$ cat config.mk
export PLATFORM = sky130hd
export DESIGN_NAME = button_event
export DESIGN_NICKNAME = d
export VERILOG_FILES = /design/src/rtl/button_event.sv
export SDC_FILE = /design/constraint.sdc
export NUM_CORES = 1
export LEC_CHECK = 0
export CAP_MARGIN = 10
export CORE_ASPECT_RATIO = 0.9
export CORE_MARGIN = 1.5
export CORE_UTILIZATION = 51
export DETAILED_ROUTE_END_ITERATION = 16
export GPL_TIMING_DRIVEN = 0
export HOLD_SLACK_MARGIN = 0.08
export PLACE_DENSITY = 0.74
export SYNTH_ARGS = -nofsm -noshare
export SYNTH_HDL_FRONTEND = slang
export SYNTH_SLANG_ARGS = --single-unit
$ cat constraint.sdc
create_clock -name clk -period 2.15 [get_ports clk]
set_clock_uncertainty 0.15 [all_clocks]
set_input_delay 0.5375 -clock clk [delete_from_list [all_inputs] [get_ports clk]]
set_output_delay 0.5375 -clock clk [all_outputs]
set_load 0.05 [all_outputs]
$ cat src/rtl/button_event.sv
// rtl/button_event.sv - press/release/click/long-press/auto-repeat event generator
module button_event #(
  parameter logic [23:0] LONG_CYCLES   = 24'd12_500_000,
  parameter logic [23:0] REPEAT_CYCLES = 24'd2_500_000
) (
  input  logic       clk,
  input  logic       reset_n,
  input  logic       switch_state,
  output logic       press_pulse,
  output logic       release_pulse,
  output logic       click_pulse,
  output logic       long_pulse,
  output logic       repeat_pulse,
  output logic       held,
  output logic [7:0] repeat_count
);

  typedef enum logic [1:0] {
    DISARMED,
    IDLE,
    PRESSED,
    LONG
  } state_t;

  state_t      state;
  state_t      state_nxt;
  logic [23:0] count;
  logic [23:0] count_nxt;
  logic [7:0]  rcount_nxt;
  logic        press_nxt;
  logic        release_nxt;
  logic        click_nxt;
  logic        long_nxt;
  logic        repeat_nxt;
  logic        held_nxt;

  // Next-state and next-output decode; release is tested first so it wins over long/repeat.
  always_comb begin
    state_nxt   = state;
    count_nxt   = count;
    rcount_nxt  = repeat_count;
    press_nxt   = 1'b0;
    release_nxt = 1'b0;
    click_nxt   = 1'b0;
    long_nxt    = 1'b0;
    repeat_nxt  = 1'b0;
    case (state)
      DISARMED: begin
        if (!switch_state) begin
          state_nxt = IDLE;
        end
      end
      IDLE: begin
        if (switch_state) begin
          state_nxt  = PRESSED;
          count_nxt  = 24'd0;
          rcount_nxt = 8'd0;
          press_nxt  = 1'b1;
        end
      end
      PRESSED: begin
        if (!switch_state) begin
          state_nxt   = IDLE;
          release_nxt = 1'b1;
          click_nxt   = 1'b1;
        end else if (count == LONG_CYCLES - 24'd1) begin
          state_nxt = LONG;
          count_nxt = 24'd0;
          long_nxt  = 1'b1;
        end else begin
          count_nxt = count + 24'd1;
        end
      end
      LONG: begin
        if (!switch_state) begin
          state_nxt   = IDLE;
          release_nxt = 1'b1;
        end else if (count == REPEAT_CYCLES - 24'd1) begin
          count_nxt  = 24'd0;
          repeat_nxt = 1'b1;
          if (repeat_count != 8'hFF) begin
            rcount_nxt = repeat_count + 8'd1;
          end
        end else begin
          count_nxt = count + 24'd1;
        end
      end
      default: begin
        state_nxt = DISARMED;
      end
    endcase
    held_nxt = (state_nxt == PRESSED) || (state_nxt == LONG);
  end

  // State, counter and every output are registered together so outputs never see switch_state directly.
  always_ff @(posedge clk) begin
    if (!reset_n) begin
      state         <= DISARMED;
      count         <= 24'd0;
      repeat_count  <= 8'd0;
      press_pulse   <= 1'b0;
      release_pulse <= 1'b0;
      click_pulse   <= 1'b0;
      long_pulse    <= 1'b0;
      repeat_pulse  <= 1'b0;
      held          <= 1'b0;
    end else begin
      state         <= state_nxt;
      count         <= count_nxt;
      repeat_count  <= rcount_nxt;
      press_pulse   <= press_nxt;
      release_pulse <= release_nxt;
      click_pulse   <= click_nxt;
      long_pulse    <= long_nxt;
      repeat_pulse  <= repeat_nxt;
      held          <= held_nxt;
    end
  end

endmodule

After elaboration in Yosys (flattened, before gate mapping) --
Index checks and enable logic that the tools add are counted.
Word-level totals: output and inout port bits 14, bits in registers 40
Cells by class: equal/unequal tests 13, muxes and demuxes 20, reduce and logical (&&, ||, !) cells 13, $add $sub $neg 2
Operators by type and width (count):
- $mux 24 | 5
- $pmux 24 s3 | 1
- $mux 8 | 4
- $add 24x1->24 const B | 1
- $eq 24x22->1 const B | 1
- $eq 24x24->1 const B | 1
- $pmux 8 s2 | 1
- $ne 2x2->1 const B | 5
- $add 8x1->8 const B | 1
- $eq 2x2->1 const B | 4
- $mux 2 | 4
- $ne 8x8->1 const B | 1
- $pmux 2 s3 | 1
- $reduce_and 2->1 | 3
- $reduce_and 3->1 | 2
- $reduce_and 5->1 | 1
- $mux 1 | 4
- $reduce_and 4->1 | 1
- $reduce_or 2->1 | 2
- $reduce_bool 3->1 | 1
- $eq 2x1->1 const B | 1
- $logic_not 2->1 | 1
- $reduce_bool 2->1 | 1
- $logic_or 1x1->1 | 1

Longest topological paths before layout --
Gate-level depths: netlist (run 1).
word-level depth 6, mapped depth 9, gate-level depth less buffers 7

Least setup slack after synthesis (run 1) --
No wires, ideal clock.
kind register to register, from register repeat_count[2], to register repeat_count[7], library setup time 135 ps, buffers on the path 1, stages on the path, launching flop included 7, arrival 1831 ps, slack 34 ps, path through dfxtp_1 -> and4_1 -> and2_1 -> a41o_1 -> clkbuf_1 -> o311ai_0 -> o41ai_1
On the way: longest elaborated chain between the ends 5
Ends and longest elaborated chain:
- start: declaration | RTL line 15 | output logic [7:0] repeat_count
- start signal: assignment | RTL line 110 | repeat_count <= rcount_nxt;
- $add 8x1->8 | RTL line 82 | rcount_nxt = repeat_count + 8'd1;
- $mux 8 | RTL line 81 | if (repeat_count != 8'hFF) begin
- $mux 8 | RTL line 78 | end else if (count == REPEAT_CYCLES - 24'd1) begin
- $mux 8 | RTL line 75 | if (!switch_state) begin
- $pmux 8 s2 | RTL line 47 | case (state)
Parallel ways exist; a longest one is shown, timed or not. The select of a mux whose other input is x is not followed. A chain may end at the register's enable or synchronous reset.

Worst setup path after layout (run 1) --
from input port switch_state, to register count[22]
On the way: longest elaborated chain between the ends 2
Ends and longest elaborated chain:
- start: declaration | RTL line 8 | input logic switch_state,
- $ne 2x2->1 (no line)
- $reduce_and 4->1 (no line) *
- end signal: assignment | RTL line 109 | count <= count_nxt;
- end: declaration | RTL line 27 | logic [23:0] count;
Mark *: on every way between the ends. The rest lies on a longest branch, timed or not.

==> flow_summary.ini, run 1 <==
[cells_and_area]
layout_commonest_cell = dfxtp_1
area_growth_syn_to_layout_pct = 26.84
final.fill_count = 318
layout-drive-gt1-share_pct = 19.85
num_antenna_cells = 0
finalInstanceArea_um2 = 2584
ff_latch_area_um2 = 805.8
multi_input_area_um2 = 1326
final_nets = 275
layout_common_cells = dfxtp_1, nor2_1, xnor2_1, nand3_1, nor3_1

[power]
ir_drop_mv = 0.5178
leakage_nw = 0.8790
powerDensity_nw_per_um2 = 616.9

[routing]
dr_wl_met2_mm = 2.450
remaining_drc_errors = 0
wl_per_cell_um = 15.85
detail-route-antenna-nets = 0
drt_wl_total_mm = 4.960
firstDrtPassIters = 5
drt_iter0_drc = 88
vias_per_cell = 5.946
route.met3.wl_um = 226
via_count = 1861
met1Wirelength_mm = 2.239
dr.max_layer_used = met4

[place]
post-place-ws_ns = -0.6026
portBuffers = 15
gp_congestion = 0.7608
hpwlAfterDp_mm = 3.060
place_area_um2 = 2245

[die]
start_util_pct = 53.84
die_w_um = 69.62
ioPinCount = 17
core-area_um2 = 3784
dieHeight_um = 62.96
die-area_um2 = 4383
num_rows = 21

[grt]
grt_pass1_wl_mm = 7.907
overflow = 0
grt_max_degree = 13
grt_pass1_vias = 1742
antenna_found_initial = 0
grtUsageTotal_pct = 22.56

[timing]
final-max-slew-violation-count = 0
tightest_slew_ns = 0.5326
maxSlewHeadroom_pct = 64.26
fmax_mhz = 471.6
period_share_pct = 98.63
hold_viol = 0
rsz0062_at_grt = yes
fin_ws_ns = 0.02937
setup_viol = 0
layout_min_cycle_time_ns = 2.121

[clocking]
clock-root-buffer = clkbuf_8
cts_sinks = 40
cts_buffers = 5
cts_buffer_depth = 2
clock_latency_ns = 0.29
htreeDepth = 2
cts_tree = done
path_clk_slew_ns = 0.08

[setup_path]
worstPathArrival_ns = 2.16
cp-startpoint = switch_state
startpoint_type = input port
cp_data_required_time_ns = 2.19
r2r_end = repeat_count[5]$_SDFFE_PN0P_
criticalPathCategory = input port to flop
reg2reg_depth = 8
worst-r2r-setup-slack_ns = 0.06
r2r-start = count[0]$_SDFFE_PN0P_
critPathMaxFanout = 10
cp-end-kind = flop

[synthesis]
seq_area_frac_synth_pct = 39.31
netlist_area_um2 = 2037
synth_edf_count = 0
yosys_warnings = 0
ys_seq_elements = 40
synth_fp_nets = 251
syn_area_per_cell_um2 = 8.417
async_reset_ff_share_pct = 0
ys.flop_type = dfxtp_1
netlist_instances = 242
synth.distinct_cells = 44

[run_status]
status = complete, no violations

[hold_path]
holdPathStages = 2
hp-start = count[1]$_SDFFE_PN0P_
hold_class = flop to flop
min_to = count[1]$_SDFFE_PN0P_

[flow_run]
drv_cap = 0
[sequential cells by signal, summed over array words and instances (netlist names)]
| signal | count |
|---|---|
| click_pulse | 1 |
| count | 24 |
| held | 1 |
| long_pulse | 1 |
| press_pulse | 1 |
| release_pulse | 1 |
| repeat_count | 8 |
| repeat_pulse | 1 |
| state | 2 |
[cells by family after synthesis]
logic type / count (synthesis) / synth area share (%)
xor gates and xnor gates: 20 / 8.600
AOI/OAI and AO/OA: 39 / 12.78
DFF: 40 / 39.31
adders and majority gates: 6 / 3.685
and+or+nand+nor: 114 / 30.90
buffers and inverters: 23 / 4.730
[critical path, cell delays in order]
cell             delay [ns]
clkdlybuf4s50_1        0.55
clkbuf_4               0.25
o211ai_1               0.09
buf_4                  0.18
nor4_2                 0.32
xnor2_1                0.17
nor2_1                 0.06
[routing by layer]
metal	vias up	track usage, %
li1	922	-
met1	890	29.33
met2	43	37.02
met3	6	5.161
met4	0	7.692
met5	-	0
[worst max-delay path by stage]
stage / endpoint / cells after the start / slack (ns)
detailed placement: count[22]$_SDFFE_PN0P_ / 6 / -0.60
CTS: count[20]$_SDFFE_PN0P_ / 8 / 0.008
finish: count[22]$_SDFFE_PN0P_ / 7 / 0.03
global placement: count[23]$_SDFFE_PN0P_ / 6 / -0.63
floorplan: repeat_count[7]$_SDFFE_PN0P_ / 6 / 0.03
global route: count[22]$_SDFFE_PN0P_ / 8 / -0.06
[stage by stage]
| step | cells | TNS, ns | util (%) | hold WS [ns] | power, W |
|---|---|---|---|---|---|
| finish | 313 | 0 | 68.29 | 0.3506 | 0.001594 |
| global route | 313 | -0.5686 | 68.29 | 0.3807 | 0.001664 |
| CTS | 311 | 0 | 64.88 | 0.3488 | 0.001592 |
| detailed placement | 303 | -10.38 | 59.33 | 0.3388 | 0.0009110 |
| global placement | 303 | -10.40 | 59.33 | 0.3314 | 0.0009093 |
| floorplan | 242 | 0 | - | 0.3080 | 0.0008735 |
[final cells by class]
type | count | area share (%)
Buffer | 9 | 2.179
Clock buffer | 7 | 3.729
Clock inverter | 1 | 1.162
Inverter | 13 | 1.889
Multi-Input combinational cell | 179 | 51.33
Sequential cell | 40 | 31.19
Tap cell | 46 | 2.228
Timing Repair Buffer | 18 | 6.295
[power breakdown]
group / internal, W / switching, W
Combinational: 0.0000534 / 0.000116
Sequential: 0.000746 / 0.00000588
Clock: 0.000410 / 0.000262
[cells in the mapped netlist, types with 2 or more instances]
| cell type | instances | area, µm² |
|---|---|---|
| dfxtp_1 | 40 | 800.8 |
| nor2_1 | 29 | 108.9 |
| xnor2_1 | 19 | 166.4 |
| nor3_1 | 16 | 80.08 |
| nand3_1 | 15 | 75.07 |
| inv_1 | 12 | 45.04 |
| nand2_1 | 12 | 45.04 |
| a21oi_1 | 11 | 55.05 |
| and3_1 | 7 | 43.79 |
| clkbuf_1 | 7 | 26.28 |
| ha_1 | 6 | 75.07 |
| o21ai_0 | 6 | 30.03 |
| o31ai_1 | 6 | 45.04 |
| nor4_1 | 5 | 31.28 |
| or4_1 | 5 | 37.54 |
| nand4_1 | 4 | 25.02 |
| and4_1 | 3 | 26.28 |
| o21a_1 | 3 | 22.52 |
| or3_1 | 3 | 18.77 |
| a31oi_1 | 2 | 12.51 |
| and4bb_2 | 2 | 25.02 |
| buf_2 | 2 | 10.01 |
| nand2b_1 | 2 | 12.51 |
| nor3b_1 | 2 | 15.01 |
| nor4b_1 | 2 | 17.52 |
| nor4b_2 | 2 | 30.03 |
| o22ai_1 | 2 | 12.51 |
[repair_timing]
item                                    in CTS  in global routing
resized for setup                           29                 30
pin swaps                                    1                 11
hold buffers                                 0                  0
endpoints found under the setup margin      37                 30
setup buffers                                1                  2
(Power assumes the default switching activity.)
==> run 2, diff against run 1 <==
- SETUP_SLACK_MARGIN: not set -> 0.1
- SLEW_MARGIN: not set -> 0
==> run 2 against run 1 <==
Global-route usage is 0.32 points lower. Die area stayed put. Wire length is 6.2% higher. Cell area is 5.0% higher. Critical path type is now flop to flop. Largest power group unchanged.
==> flow_summary.ini, run 2 (synthesis results as in run 1) <==
[die]
die-area_um2 = 4383
core-area_um2 = 3784
die_w_um = 69.62
num_rows = 21
ioPinCount = 17
dieHeight_um = 62.96
start_util_pct = 53.84

[clocking]
htreeDepth = 2
clock-root-buffer = clkbuf_8
cts_buffer_depth = 2
path_clk_slew_ns = 0.08
cts_tree = done
cts_sinks = 40
cts_buffers = 5
clock_latency_ns = 0.30

[timing]
maxSlewHeadroom_pct = 62.68
rsz0062_at_grt = yes
final-max-slew-violation-count = 0
hold_viol = 0
layout_min_cycle_time_ns = 2.025
tightest_slew_ns = 0.5598
whs_ns = 0.3415
period_share_pct = 94.17
setup_viol = 0
fin_setup_tns_ns = 0
fmax_mhz = 493.9

[place]
portBuffers = 15
place_area_um2 = 2255
gp_congestion = 0.7782
hpwlAfterDp_mm = 3.019

[routing]
drt_wl_total_mm = 5.267
firstDrtPassIters = 4
wl_per_cell_um = 16.36
via_count = 1915
remaining_drc_errors = 0
detail-route-antenna-nets = 0
drt_iter0_drc = 142
vias_per_cell = 5.947

[power]
finalPower_w = 0.001500
power.internal_w = 0.001081
seqPwrFrac_pct = 50.3
comb_power_share_pct = 14.2
power.share.clock_pct = 35.5
powerDensity_nw_per_um2 = 552.8
switching_share_pct = 27.94
leakage_nw = 0.9907
ir_drop_mv = 0.3936
switching_power_w = 0.0004190

[grt]
use_met1_pct = 31.29
grt_pass1_vias = 1715
grt_use_met2_pct = 34.50
use_met3_pct = 5.161
antenna_found_initial = 0
overflow = 0
grt_max_degree = 13
grtUsageTotal_pct = 22.23
grt_pass1_wl_mm = 8.004
grt_most_used_layer = met2

[setup_path]
criticalPathCategory = flop to flop
startpoint_type = flop
r2r-start = count[1]$_SDFFE_PN0P_
worstPathArrival_ns = 2.10
cp-end-kind = flop
worst-r2r-setup-slack_ns = 0.13
r2r_end = repeat_count[4]$_SDFFE_PN0P_
crit_path_end = repeat_count[4]$_SDFFE_PN0P_
cp-startpoint = count[1]$_SDFFE_PN0P_
critPathMaxFanout = 9
reg2reg_depth = 7
cp_data_required_time_ns = 2.22

[cells_and_area]
area_growth_syn_to_layout_pct = 33.17
final.fill_count = 291
num_antenna_cells = 0
layout_commonest_cell = nor2_1
top_regs = count: 24 flops, repeat_count: 8 flops, state: 2 flops
largest_reg_flops = 24
layout-drive-gt1-share_pct = 28.62
final_nets = 284
layout_common_cells = nor2_1, dfxtp_1, xnor2_1, nor3_1
finalInstanceArea_um2 = 2713
largest_register = count

[flow_run]
drv_cap = 0

[hold_path]
hold_class = flop to flop

[run_status]
status = complete, no violations
[run 2: changes by cell type in the layout (fill, tap and decap cells not counted), sizes merged]
cell and delta:
clkdlybuf4s50 -7, clkinv +1, clkinvlp +1, buf +8
bufinv -1, dlygate4sd2 +6, dlymetal6s2s +1
[run 2: metal layers]
metal  part of all wire [%]  vias up  routed length, µm
met2                     48       42               2512
met3                    4.2       13                222
li1                       -      939                  -
met1                     46      921               2427
met4                    2.0        0                104
met5                      0        -                  0
[run 2: critical path: stages (launching register included)]
cell	delay [ns]
dfxtp_2	0.37
ha_4	0.15
and4_4	0.23
nand3_2	0.08
o21a_1	0.19
buf_6	0.14
or4_4	0.51
a21oi_2	0.13
[run 2: timing repair]
action                     in CTS  in global routing
cloned                          1                  0
setup endpoints to repair      46                 30
setup buffers                   6                  5
pin swaps                       7                 20
hold buffers                    0                  0
gates resized for setup        55                 39
[run 2: how the worst min path moves through the flow]
stage	startpoint	endpoint	slack (ns)	cells after the start
floorplan	count[1]$_SDFFE_PN0P_	count[1]$_SDFFE_PN0P_	0.31	2
global placement	repeat_count[5]$_SDFFE_PN0P_	repeat_count[5]$_SDFFE_PN0P_	0.32	2
detailed placement	repeat_count[5]$_SDFFE_PN0P_	repeat_count[5]$_SDFFE_PN0P_	0.33	2
CTS	repeat_count[5]$_SDFFE_PN0P_	repeat_count[5]$_SDFFE_PN0P_	0.33	2
global route	repeat_count[5]$_SDFFE_PN0P_	repeat_count[5]$_SDFFE_PN0P_	0.36	2
finish	repeat_count[5]$_SDFFE_PN0P_	repeat_count[5]$_SDFFE_PN0P_	0.34	2
[run 2: metrics by stage]
stage / setup slack (ns) / instances / utilization (%)
finish: 0.1253 / 322 / 71.69
floorplan: 0.1455 / 242 / -
CTS: 0.07411 / 318 / 67.30
global route: 0.07107 / 322 / 71.69
global placement: -0.6403 / 303 / 59.59
detailed placement: -0.6264 / 303 / 59.59
[run 2: final cells by class]
class	instances	area, µm²	area share [%]
well taps	46	57.56	2.122
plain buffers	9	78.83	2.906
clock inverters	2	10.01	0.3690
repair buffers	27	229.0	8.441
multi-input cells	179	1374	50.65
flip-flops and latches	40	828.3	30.54
clock buffers	6	82.58	3.044
inverters	13	52.55	1.937
[run 2: power by group through the flow]
stage	Clock, W	Combinational (W)	Sequential, W
2_1_floorplan	0	0.0000971	0.000778
3_3_place_gp	0	0.000142	0.000769
3_5_place_dp	0	0.000144	0.000770
4_1_cts	0.000525	0.000199	0.000751
5_1_grt	0.000564	0.000228	0.000755
6_report	0.000532	0.000213	0.000755
